--- config.mk ---
export PLATFORM = sky130hd
export DESIGN_NAME = uart_alu_if
export DESIGN_NICKNAME = d
export VERILOG_FILES = /design/src/rtl/uart_alu_pkg.sv /design/src/rtl/uart_alu_if_frame_timer.sv /design/src/rtl/uart_alu_if.sv
export SDC_FILE = /design/constraint.sdc
export NUM_CORES = 1
export LEC_CHECK = 0
export BUFFER_PORTS_ARGS = -buffer_cell sky130_fd_sc_hd__buf_2
export CAP_MARGIN = 40
export CORE_AREA = 2 2 91 93
export DETAILED_ROUTE_END_ITERATION = 10
export DIE_AREA = 0 0 93 95
export GPL_TIMING_DRIVEN = 0
export SYNTH_ARGS = -nofsm -noshare
export SYNTH_HDL_FRONTEND = slang
export SYNTH_HIERARCHICAL = 1
export SYNTH_SLANG_ARGS = --single-unit
--- constraint.sdc ---
create_clock -name clock -period 6.7 [get_ports clock]
set_clock_uncertainty 0.2 [all_clocks]
set_input_delay 1.34 -clock clock [delete_from_list [all_inputs] [get_ports clock]]
set_output_delay 1.34 -clock clock [all_outputs]
set_load 0.02 [all_outputs]
--- src/rtl/uart_alu_pkg.sv ---
// Shared types and constants for the UART <-> ALU bridge.
// The state encoding is fixed here so that anything observing r_state agrees on its values.
package uart_alu_pkg;

  localparam int NB_DATA_DEF = 8;
  localparam int NB_OP_DEF   = 6;
  localparam int NB_TMO_DEF  = 24;

  localparam logic [2:0] ST_GET_A  = 3'd0;
  localparam logic [2:0] ST_GET_B  = 3'd1;
  localparam logic [2:0] ST_GET_OP = 3'd2;
  localparam logic [2:0] ST_CALC   = 3'd3;
  localparam logic [2:0] ST_SEND   = 3'd4;

  typedef enum logic [2:0] {
    GET_A  = ST_GET_A,
    GET_B  = ST_GET_B,
    GET_OP = ST_GET_OP,
    CALC   = ST_CALC,
    SEND   = ST_SEND
  } state_t;

  localparam logic [5:0] OP_ADD = 6'b100000;
  localparam logic [5:0] OP_SUB = 6'b100010;
  localparam logic [5:0] OP_AND = 6'b100100;
  localparam logic [5:0] OP_OR  = 6'b100101;
  localparam logic [5:0] OP_XOR = 6'b100110;
  localparam logic [5:0] OP_NOR = 6'b100111;
  localparam logic [5:0] OP_SRA = 6'b000011;
  localparam logic [5:0] OP_SRL = 6'b000010;

  // GET_B and GET_OP are the only states where a stalled RX stream counts as a broken frame.
  function automatic logic is_mid_frame(input state_t s);
    return (s == GET_B) || (s == GET_OP);
  endfunction

endpackage

--- src/rtl/uart_alu_if_frame_timer.sv ---
// Inactivity counter for partial frames.
// It saturates at all-ones, which is also its expiry condition.
module frame_timer #(
  parameter int NB_TMO = 24
) (
  input  logic clock,
  input  logic i_reset,
  input  logic i_run,
  input  logic i_clr,
  output logic o_expired
);

  logic [NB_TMO-1:0] r_count;

  always_ff @(posedge clock or posedge i_reset) begin
    if (i_reset) begin
      r_count <= '0;
    end else if (i_clr) begin
      r_count <= '0;
    end else if (i_run && !o_expired) begin
      r_count <= r_count + 1'b1;
    end
  end

  assign o_expired = &r_count;

endmodule

--- src/rtl/uart_alu_if.sv ---
// Collects A, B and opcode bytes from the RX FIFO, drives the ALU, and returns the result.
// Each result byte is pushed to the TX FIFO and shown on the LEDs.
module uart_alu_if
  import uart_alu_pkg::*;
#(
  parameter int NB_DATA = NB_DATA_DEF,
  parameter int NB_OP   = NB_OP_DEF,
  parameter int NB_TMO  = NB_TMO_DEF
) (
  input  logic               clock,
  input  logic               i_reset,
  input  logic               i_rx_empty,
  input  logic [NB_DATA-1:0] i_rx_data,
  output logic               o_rd_uart,
  input  logic               i_tx_full,
  output logic               o_wr_uart,
  output logic [NB_DATA-1:0] o_tx_data,
  output logic [NB_DATA-1:0] o_data_a,
  output logic [NB_DATA-1:0] o_data_b,
  output logic [NB_OP-1:0]   o_op,
  input  logic [NB_DATA-1:0] i_alu_result,
  output logic [NB_DATA-1:0] o_led,
  output logic               o_tmo
);

  state_t             r_state;
  logic [NB_DATA-1:0] r_data_a;
  logic [NB_DATA-1:0] r_data_b;
  logic [NB_OP-1:0]   r_op;
  logic [NB_DATA-1:0] r_result;
  logic               r_tmo;

  logic w_pop;
  logic w_push;
  logic w_run;
  logic w_expired;
  logic w_timeout;

  assign w_pop     = ((r_state == GET_A) || is_mid_frame(r_state)) && !i_rx_empty;
  assign w_push    = (r_state == SEND) && !i_tx_full;
  assign w_run     = is_mid_frame(r_state) && i_rx_empty;
  assign w_timeout = w_run && w_expired;

  frame_timer #(
    .NB_TMO(NB_TMO)
  ) u_frame_timer (
    .clock    (clock),
    .i_reset  (i_reset),
    .i_run    (w_run),
    .i_clr    (w_pop || w_timeout),
    .o_expired(w_expired)
  );

  // A timeout drops back to GET_A but leaves the operand registers untouched.
  always_ff @(posedge clock or posedge i_reset) begin
    if (i_reset) begin
      r_state  <= GET_A;
      r_data_a <= '0;
      r_data_b <= '0;
      r_op     <= '0;
      r_result <= '0;
      r_tmo    <= 1'b0;
    end else begin
      r_tmo <= 1'b0;
      case (r_state)
        GET_A: begin
          if (w_pop) begin
            r_data_a <= i_rx_data;
            r_state  <= GET_B;
          end
        end
        GET_B: begin
          if (w_pop) begin
            r_data_b <= i_rx_data;
            r_state  <= GET_OP;
          end else if (w_timeout) begin
            r_tmo   <= 1'b1;
            r_state <= GET_A;
          end
        end
        GET_OP: begin
          if (w_pop) begin
            r_op    <= i_rx_data[NB_OP-1:0];
            r_state <= CALC;
          end else if (w_timeout) begin
            r_tmo   <= 1'b1;
            r_state <= GET_A;
          end
        end
        CALC: begin
          r_result <= i_alu_result;
          r_state  <= SEND;
        end
        SEND: begin
          if (w_push) begin
            r_state <= GET_A;
          end
        end
        default: r_state <= GET_A;
      endcase
    end
  end

  assign o_rd_uart = w_pop;
  assign o_wr_uart = w_push;
  assign o_tx_data = r_result;
  assign o_led     = r_result;
  assign o_data_a  = r_data_a;
  assign o_data_b  = r_data_b;
  assign o_op      = r_op;
  assign o_tmo     = r_tmo;

endmodule

======== Word level (Yosys, flattened, before mapping) ========
Cells that the tools add are included.
storage, ports and cells
  register bits after elaboration ......... 58
  logic and storage cells ................. 44
cells by class
  add/subtract/negate cells ............... 1
  equal/unequal tests ..................... 6
  multiplexer cells ....................... 11
  reductions and logical operators ........ 19
operator list
  kind                                                                    number
  24-bit two-way mux                                                      2
  24-bit by 1-bit adder with 24-bit output (second input constant)        1
  24-bit AND reduction                                                    1
  3-bit two-way mux                                                       5
  3-bit case mux with 5 select lines                                      1
  2-bit AND reduction                                                     4
  3-bit by 2-bit equality test with 1-bit output (second input constant)  2
  1-bit logical AND                                                       5
  2-bit inequality test (second input constant)                           2
  3-bit by 1-bit equality test with 1-bit output (second input constant)  1
  3-bit equality test (second input constant)                             1
  1-bit logical NOT                                                       3
  3-bit logical NOT                                                       1
  1-bit logical OR                                                        3
  1-bit two-way mux                                                       3
  2-bit nonzero test                                                      1
  2-bit OR reduction                                                      1

======== Depth between registers and ports, before layout ========
Gate-level depths: netlist of the first run.
  depth in word-level cells ............... 7
  gate-level depth with buffers ........... 9

======== Hierarchy ========
Netlist of the first run, hierarchy kept.
modules (own cells, without submodules)
  module       instances  cells an instance  area each (um2)  seq. area each (um2)
  uart_alu_if  1          102                1482.7           850.8
  frame_timer  1          149                1412.6           600.6

======== Worst setup path before layout of the first run ========
OpenSTA, ideal clock, no wires.
  kind .................................... input port to flip-flop
  start point ............................. input port i_rx_empty
  end point ............................... register u_frame_timer.r_count[21]
  library setup time ...................... 0.125 ns
  arrival ................................. 3.108 ns
  slack ................................... 3.268 ns
  stages .................................. 7
  buffers on the path ..................... 2
  cells stage by stage .................... buf_2 nor3b_1 buf_2 nand2_1 nor4_4 nor4b_1 mux2_2
on the way
  longest elaborated chain between the ends .. 4
ends and longest elaborated chain
  item                                                             RTL line                       text
  from (decl)                                                      uart_alu_if.sv:12              input logic i_rx_empty,
  1-bit logical AND (*)                                            uart_alu_if.sv:41              assign w_run = is_mid_frame(r_state) && i_rx_empty;
  named net w_run                                                  uart_alu_if.sv:35              logic w_run;
  1-bit logical AND                                                uart_alu_if.sv:42              assign w_timeout = w_run && w_expired;
  1-bit logical OR                                                 uart_alu_if.sv:50              .i_clr (w_pop || w_timeout),
  24-bit two-way mux / 2-bit nonzero test (equally long branches)  -
  to (signal assigned)                                             uart_alu_if_frame_timer.sv:21  r_count <= r_count + 1'b1;
  to (decl)                                                        uart_alu_if_frame_timer.sv:13  logic [NB_TMO-1:0] r_count;
The timed path passes the listed nets; every way through them passes the cells marked *.
A chain may end at the register's enable or synchronous reset.

======== Worst setup path after layout of the first run ========
Ends and elaborated chain as after synthesis.

==> impl_metrics.yaml, run 1 <==
status:
  outcome: "finished, final reports clean"
cts:
  cts.sinks: 58
  path_clk_slew_ns: 0.08
  cts_buffer_depth: 2
  cts_tree: "done"
  h-tree-depth: 3
  clk_root_buffer_cell: "clkbuf_8"
  postCtsSetupBuffers: 0
  clk_latency_ns: 0.33
  ctsHoldBuffers: 0
  cts_resized: 0
  cts_made_buffers: 9
sta:
  fmax_mhz: 291
  maxSlewHeadroom_pct: 56.5
  fin_crit_ns: 3.44
  whs_ns: 0.307
  hold_violations: 0
  setup_viol_count_final: 0
  rsz0062_at_grt: "no"
  finalWorstSetupSlack_ns: 3.26
  fin_crit_sh_pct: 51.4
  tightest_slew_ns: 0.647
  setup_tns_ns: 0
  slew_viol_final: 0
synthesis:
  synth_area_per_cell_um2: 11.5
  synth_nets: 272
  synth_area_um2: 2900
  yosysUniqueCellTypes: 43
  ys_seq_area_share_pct: 50.1
  synth_ff_type: "dfrtp_1"
  ys_seq_elements: 58
  postSynth.asyncResetShare_pct: 100
  synthCells: 251
  yosys_warnings: 6
  synth_edf_count: 0
detailed_routing:
  first_iter_violations: 91
  avgViaCountPerCell: 5.11
  routed_wl_um: 6250
  vias: 2212
  wl_per_cell_um: 14.4
  final_antenna_net_count: 0
  drcViolationCount: 0
  dr.pass1.iters: 4
power:
  power.leakage_nw: 1.57
  p_comb_share_pct: 41.2
  p_clk_share_pct: 22.7
  seq_power_share_pct: 36.1
  netSwitchingFraction_pct: 38.0
  internal-power_uw: 892
  power_switching_uw: 548
  power_density_nw_per_um2: 403
  ir_worst_vdd_uv: 266
critical_path:
  crit_fanout: 10
  critical_path.top_delay_family: "simple AND/OR/NAND/NOR gates"
  path_cells: "buf_2, nor3b_1, buf_2, nand2_1, nor4_4, nor4b_1, mux2_2"
  path_common_cell: "buf_2"
  crit_type: "in -> reg"
  worst_ep_required_time_ns: 6.72
  crit_buf_inv: 2
  critPathLaunchType: "primary input"
  slowest_stage: "nor4_4"
  cpPeakStageDelay_ns: 0.45
  crit_arrival_ns: 3.46
  cp-end-kind: "flop"
layout:
  final_area_um2: 3570
  diodes: 0
  final_cell_mix: "buf_2, dfrtp_1, mux2_2, nor2_1"
  nFillCells: 760
  final_net_count: 344
  layout-drive-gt1-share_pct: 41.5
  area_growth_syn_to_layout_pct: 23.2
  final_common_cell: "buf_2"
place:
  place.port_buffers: 59
  dp_hpwl_um: 4530
  placed_area_um2: 3360
  gp_routability_congestion: 0.828
  post-place-ws_ns: 2.93
floorplan:
  ioPinCount: 61
  start_util_pct: 36.5
  num_rows: 33
  die_w_um: 93
  die_area_um2: 8840
  die-height_um: 95
  core_area_um2: 7930
global_route:
  grt_pass1_vias: 2282
  grt_usage_pct: 15.5
  grt_start_max_net_pins: 22
  antenna_found_initial: 0
  grt_remaining_overflow: 0
  grt_pass1_wl_um: 10800
min_path:
  hp-class: "reg -> reg"
flow_run:
  cap_violations: 0
logic make-up (layout without fill, tap and decap cells):
family | count (synthesis) | after routing | share of synthesized area, %
simple gates | 95 | 95 | 21.2
flops | 58 | 58 | 50.1
fa+ha+maj | 1 | 1 | 0.432
compound gates | 29 | 29 | 6.35
xor+xnor | 15 | 15 | 4.54
mux | 32 | 32 | 12.4
buf+inv | 21 | 98 | 4.97
metal layers:
layer | global-route usage, % | routed length [um] | up-vias
met1 | 19.1 | 2820 | 1082
met3 | 4.55 | 403 | 11
met2 | 25.4 | 2930 | 70
met4 | 6.37 | 95 | 0
li1 | - | - | 1049
met5 | 0 | 0 | -
synth_stat cells, drive strengths merged (7+ instances only):
cell type,count,area [um^2]
xor2,9,78.8
nand2,12,45.0
nand4,13,87.6
nor2,27,101
mux2,31,349
buf,13,93.8
o21ai,11,62.6
dfrtp,58,1450
a21oi,7,35.0
nor4,7,88.8
state kept, by name, indices dropped and copies added (netlist names):
name	cells
r_state	3
o_tmo	1
o_op	6
u_frame_timer/r_count	24
o_led	8
o_data_b	8
o_data_a	8
area by class of cell:
class                           count  area, um^2  share of cell area (%)
Tap cell                          105         131                    3.68
Sequential cell                    58        1450                    40.7
Timing Repair Buffer               61         338                    9.47
Buffer                             18         133                    3.72
Multi-Input combinational cell    172        1300                    36.4
Inverter                            3        11.3                   0.316
Clock inverter                      7        78.8                    2.21
Clock buffer                        9         124                    3.47
metrics by stage:
| step | instances | util, % | power [mW] |
|---|---|---|---|
| 6_report | 433 | 45.0 | 1.44 |
| 5_1_grt | 433 | 45.0 | 1.53 |
| 4_1_cts | 433 | 45.0 | 1.46 |
| 3_5_place_dp | 417 | 42.4 | 1.13 |
| 3_3_place_gp | 415 | 41.9 | 1.11 |
| 2_1_floorplan | 251 | - | 0.942 |
power by group through the flow:
stage	Clock (mW)	Sequential (mW)	Combinational, mW
after floorplan	0	0.636	0.306
final	0.327	0.519	0.593
after CTS	0.337	0.522	0.603
after global placement	0	0.522	0.590
after global routing	0.356	0.535	0.639
after detailed placement	0	0.526	0.602
path summary, 6_finish.rpt:
kind	end	slack [ns]	depth (start not counted)	startpoint
hold / removal	o_data_b[3]	0.31	1	o_data_b[3]
setup reg to reg	u_frame_timer/r_count[20]	3.48	8	u_frame_timer/r_count[0]
max in group asynchronous	o_led[3]	4.89	3	i_reset
min in group asynchronous	u_frame_timer/r_count[5]	0.83	2	i_reset
hold reg to reg	o_data_b[3]	0.31	1	o_data_b[3]
setup / recovery	u_frame_timer/r_count[21]	3.26	7	i_rx_empty
(Power assumes the default switching activity.)
==> run 2: changes to the inputs <==
ABC_AREA = 1   (was not set)
CORE_AREA = 2 2 95 97   (was 2 2 91 93)
DIE_AREA = 0 0 97 99   (was 0 0 93 95)
clock period = 3.1 ns   (was 6.7 ns; I/O delays follow)
==> run 2 against run 1 <==
  * Synthesized area up 8.7%
  * Largest cell class unchanged
  * Combinational power up 140%
  * Via count up 22%
  * Total power up 140%
  * Worst setup slack worse by 2.8 ns
  * Hold slack worse by 0.21 ns
  * First-iteration DRC count up 70%
  * Clock power rose to 2.7 times the previous value
  * Non-clock buffer count up 2
  * Wire length up 14%
  * Count of clock-buffer cells in the layout unchanged
  * Global-route usage up 0.15 points
==> impl_metrics.yaml, run 2 <==
status:
  outcome: "finished, final reports clean"
layout:
  diodes: 0
  top_register: "u_frame_timer/r_count"
  final_common_cell: "nand2_1"
  final_net_count: 486
  final_cell_mix: "nand2_1, buf_2, dfrtp_1, inv_1, nor2_1"
  area_growth_syn_to_layout_pct: 23.4
  largest_reg_flops: 24
  layout-drive-gt1-share_pct: 31.1
cts:
  cts_made_buffers: 9
  cts_tree: "done"
  cts_buffer_depth: 2
  h-tree-depth: 3
  ctsHoldBuffers: 0
  path_clk_slew_ns: 0.08
  clk_root_buffer_cell: "clkbuf_8"
  cts.sinks: 58
  clk_latency_ns: 0.34
detailed_routing:
  wl_per_cell_um: 12.4
  wl_met1_um: 3280
  first_iter_violations: 155
  routed_wl_um: 7150
  dr.pass1.iters: 4
  final_antenna_net_count: 0
  avgViaCountPerCell: 4.68
  vias: 2706
  wl_met2_um: 3250
  routed.top_layer: "met4"
  met3_length_um: 509
  drcViolationCount: 0
global_route:
  grt_start_max_net_pins: 21
  grt_pass1_vias: 2622
  antenna_found_initial: 0
  grt_remaining_overflow: 0
  grt_usage_pct: 15.6
  grt_pass1_wl_um: 12300
critical_path:
  path_common_cell: "nand2_1"
  path_cells: "ha_1, nand2_1, nor2_4, nand2_4, nor2_4, nand2_1, nor2_1, nand2_1, nand2_1, buf_2, clkinv_2, nand2_2, clkinv_2, buf_6, nand2_1, nand2_1"
  slowest_stage: "dfrtp_1"
  crit_fanout: 10
  crit_buf_inv: 4
  cpPeakStageDelay_ns: 0.38
  crit_type: "reg -> reg"
  rrSetupSlack_ns: 0.42
  critical_path.top_delay_family: "simple AND/OR/NAND/NOR gates"
  crit_arrival_ns: 2.70
  r2r_end: "u_frame_timer/r_count[15]"
  cp-end-kind: "flop"
  critPathLaunchType: "flop"
  r2r_start: "u_frame_timer/r_count[1]"
  reg2regPathDepth: 16
  worst_ep_required_time_ns: 3.12
sta:
  maxSlewHeadroom_pct: 56.0
  fmax_mhz: 373
  rsz0062_at_grt: "no"
  hold_violations: 0
  tightest_slew_ns: 0.659
  setup_tns_ns: 0
  fin_crit_sh_pct: 86.4
  whs_ns: 0.101
  slew_viol_final: 0
  setup_viol_count_final: 0
  fin_crit_ns: 2.68
synthesis:
  ys_seq_area_share_pct: 46.1
  synth_area_per_cell_um2: 8.03
  synth_area_um2: 3150
  yosysUniqueCellTypes: 33
  synth_area_leaders: "dfrtp_1, nand2_1, inv_1, o21ai_2, nand3_1"
  synthCells: 392
  synth_edf_count: 0
  yosys_warnings: 6
  ys_seq_elements: 58
  yosysMostFrequentCell: "nand2_1"
  yosys.area.top_type: "dfrtp_1"
  postSynth.asyncResetShare_pct: 100
  yosys.area.top_type_share_pct: 46.1
  synth_ff_type: "dfrtp_1"
  synth_nets: 413
  synth_common_cells: "nand2_1, dfrtp_1, inv_1"
min_path:
  hp-class: "in -> async"
place:
  gp_routability_congestion: 0.804
  place.port_buffers: 60
  dp_hpwl_um: 5290
flow_run:
  cap_violations: 0
power:
  ir_worst_vdd_uv: 504
  power.leakage_nw: 2.02
  power_density_nw_per_um2: 887
floorplan:
  start_util_pct: 36.8
  die-height_um: 99
  die_area_um2: 9600
  die_w_um: 97
  ioPinCount: 61
  core_area_um2: 8550
  num_rows: 34
==> run 2: cell count changes in the layout (fill, tap and decap cells not counted), sizes merged, moves of 6 or more <==
cell   change
nand3     +20
and4       -6
nor2       +8
nor4       -6
inv       +45
nand2    +119
mux2      -31
o21ai     +24
buf        +6
or3        -6
==> run 2: worst max-delay path by stage <==
stage / start / endpoint / slack, ns / cells after the start
detailed placement: u_frame_timer/r_count[1] / u_frame_timer/r_count[22] / 0.01 / 14
global placement: u_frame_timer/r_count[1] / u_frame_timer/r_count[22] / 0.02 / 14
finish: u_frame_timer/r_count[1] / u_frame_timer/r_count[15] / 0.42 / 16
global route: u_frame_timer/r_count[1] / u_frame_timer/r_count[15] / 0.09 / 16
CTS: u_frame_timer/r_count[1] / u_frame_timer/r_count[22] / 0.16 / 14
floorplan: u_frame_timer/r_count[1] / u_frame_timer/r_count[18] / 0.63 / 16
==> run 2: cells by family after synthesis <==
family                   after synthesis  share of synthesized area (%)
AO/OA/AOI/OAI                         45                           9.42
XOR/XNOR                               7                           1.95
adder cells (fa/ha/maj)                1                          0.397
buffers and inverters                 69                           11.1
flip-flops                            58                           46.1
AND/OR/NAND/NOR                      212                           31.0
==> run 2: per-layer routing <==
layer,up-vias,GRT usage [%]
li1,1378,-
met1,1238,20.1
met2,78,24.9
met3,12,4.26
met4,0,6.61
met5,-,0
==> run 2: layout make-up <==
| class | count | area [um^2] |
|---|---|---|
| buffer | 19 | 161 |
| clock buffer | 9 | 124 |
| multi-input combinational | 265 | 1360 |
| timing repair buffer | 62 | 343 |
| inverter | 50 | 190 |
| tap | 108 | 135 |
| sequential | 58 | 1450 |
| fill | 859 | 4670 |
| clock inverter | 7 | 125 |
==> run 2: stage by stage <==
| stage | cell area [um^2] | power [mW] | worst slack, ns | cells | util, % |
|---|---|---|---|---|---|
| CTS | 3880 | 3.49 | 0.157 | 578 | 45.3 |
| finish | 3880 | 3.45 | 0.421 | 578 | 45.4 |
| floorplan | 3150 | 2.14 | 0.633 | 392 | - |
| global route | 3880 | 3.66 | 0.0860 | 578 | 45.4 |
| detailed placement | 3630 | 2.59 | 0.0101 | 562 | 42.4 |
| global placement | 3580 | 2.56 | 0.0227 | 560 | 41.9 |
==> run 2: where the power goes <==
group | switching [mW] | total (mW) | internal (mW)
Combinational | 0.919 | 1.45 | 0.528
Sequential | 0.148 | 1.12 | 0.970
Clock | 0.340 | 0.881 | 0.541
Total | 1.41 | 3.45 | 2.04
==> run 2: what timing repair did <==
| action | in CTS | in global routing |
|---|---|---|
| gates resized for setup | 1 | 4 |
| buffers inserted | 0 | 0 |
| setup endpoints to repair | 16 | 21 |
==> run 3: changes to the inputs <==
CORE_AREA = 2 2 83 85   (was 2 2 95 97)
CTS_BUF_LIST = sky130_fd_sc_hd__clkbuf_4 sky130_fd_sc_hd__clkbuf_8 sky130_fd_sc_hd__clkbuf_16   (was not set)
DIE_AREA = 0 0 85 87   (was 0 0 97 99)
PLACE_DENSITY = 0.74   (was not set)
==> run 3 against run 2 <==
  * Sequential power about the same
  * Total power decreased by 4.7%
  * Largest cell class unchanged
  * Worst setup slack worse by 0.087 ns
==> impl_metrics.yaml, run 3 (same netlist as run 2, synthesis figures left out) <==
layout:
  nFillCells: 575
  final_common_cell: "nand2_1"
  fin_cells: 552
  top_register: "u_frame_timer/r_count"
  final_area_um2: 3810
  multi_input_area_um2: 1350
  final_net_count: 488
  final_cell_mix: "nand2_1, buf_2, dfrtp_1, inv_1, nor2_1"
  layout-drive-gt1-share_pct: 31.4
  area_growth_syn_to_layout_pct: 21.2
  final_util_pct: 58.1
  largest_reg_flops: 24
  seqCellArea_um2: 1450
  diodes: 0
sta:
  fmax_mhz: 362
  slew_viol_final: 0
  setup_viol_count_final: 0
  tightest_slew_ns: 0.624
  fin_crit_ns: 2.77
  fin_crit_sh_pct: 89.2
  setup_tns_ns: 0
  maxSlewHeadroom_pct: 58.4
  rsz0062_at_grt: "no"
  finalWorstSetupSlack_ns: 0.334
  whs_ns: 0.0789
  hold_violations: 0
floorplan:
  num_rows: 30
  ioPinCount: 61
  die-height_um: 87
  die_w_um: 85
  start_util_pct: 47.9
  core_area_um2: 6570
  die_area_um2: 7400
cts:
  path_clk_slew_ns: 0.07
  ctsHoldBuffers: 0
  clk_root_buffer_cell: "clkbuf_8"
  cts_tree: "done"
  cts_buffer_depth: 2
  h-tree-depth: 3
  clk_latency_ns: 0.35
  cts.sinks: 58
  cts_made_buffers: 9
detailed_routing:
  met3_length_um: 425
  wl_met1_um: 3090
  final_antenna_net_count: 0
  vias: 2715
  routed.top_layer: "met4"
  dr.pass1.iters: 4
  routed_wl_um: 6860
  first_iter_violations: 168
  avgViaCountPerCell: 4.92
  wl_per_cell_um: 12.4
  wl_met2_um: 3250
  drcViolationCount: 0
critical_path:
  cp-end-kind: "flop"
  crit_type: "reg -> reg"
  crit_arrival_ns: 2.80
  crit_fanout: 10
  critPathLaunchType: "flop"
  worst_ep_required_time_ns: 3.13
power:
  p_clk_share_pct: 21.7
  power_density_nw_per_um2: 860
  power.leakage_nw: 2.01
  power_switching_mw: 1.40
  power_mw: 3.28
  seq_power_share_pct: 34.0
  ir_worst_vdd_uv: 589
  p_comb_share_pct: 44.3
  netSwitchingFraction_pct: 42.5
  internal-power_mw: 1.89
global_route:
  antenna_found_initial: 0
  grt_usage_pct: 20.5
  grt_pass1_wl_um: 12000
  grt_remaining_overflow: 0
  grt_pass1_vias: 2635
  grt_start_max_net_pins: 22
place:
  dp_hpwl_um: 5040
  post-place-ws_ns: 0.00931
  place.port_buffers: 60
  dpl.cell_count: 534
  placed_area_um2: 3590
  gp_routability_congestion: 0.855
flow_run:
  cap_violations: 0
min_path:
  hp-class: "in -> async"
status:
  outcome: "finished, final reports clean"
## run 3: path summary, 6_finish.rpt
| check | startpoint | end | slack [ns] | cells after the start |
|---|---|---|---|---|
| min reg2reg | o_data_b[7] | o_data_b[7] | 0.28 | 2 |
| min in group clock | o_data_b[7] | o_data_b[7] | 0.28 | 2 |
| max | u_frame_timer/r_count[1] | u_frame_timer/r_count[12] | 0.33 | 16 |
| max reg2reg | u_frame_timer/r_count[1] | u_frame_timer/r_count[12] | 0.33 | 16 |
| max in group asynchronous | i_reset | o_led[0] | 2.03 | 3 |
| min | i_reset | u_frame_timer/r_count[22] | 0.08 | 2 |
## run 3: timing repair
item,CTS,global route
setup endpoints to repair,5,24
buffers inserted,0,2
resized for setup,1,2
## run 3: layout make-up
cell class	instances	area share (%)
multi-input combinational	265	35.4
sequential	58	38.0
timing repair buffer	64	9.38
buffer	19	4.23
clock buffer	9	3.25
tap	80	2.62
clock inverter	7	2.03
inverter	50	5.05
## run 3: worst max-delay path, cell delays in order, from the launching register on
cell	delay (ns)
dfrtp_1	0.37
ha_1	0.17
nand2_1	0.10
nor2_4	0.17
nand2_4	0.10
nor2_2	0.21
nand2_1	0.11
nor2_1	0.13
nand2_1	0.09
nand2_1	0.08
buf_2	0.23
clkinvlp_4	0.20
nand2_2	0.15
clkinv_2	0.08
buf_6	0.14
nand2_1	0.05
nand2_1	0.06
## run 3: metal layers
metal,vias up,GRT usage [%]
met5,-,0
met4,0,9.38
met3,10,4.74
met2,78,33.9
met1,1248,25.5
li1,1379,-
## run 3: power by group through the flow
| stage | Sequential (mW) | Clock [mW] | Combinational, mW |
|---|---|---|---|
| after floorplan | 1.34 | 0 | 0.801 |
| after global placement | 1.12 | 0 | 1.42 |
| after detailed placement | 1.12 | 0 | 1.46 |
| after CTS | 1.12 | 0.731 | 1.46 |
| after global routing | 1.15 | 0.767 | 1.59 |
| final | 1.12 | 0.713 | 1.45 |
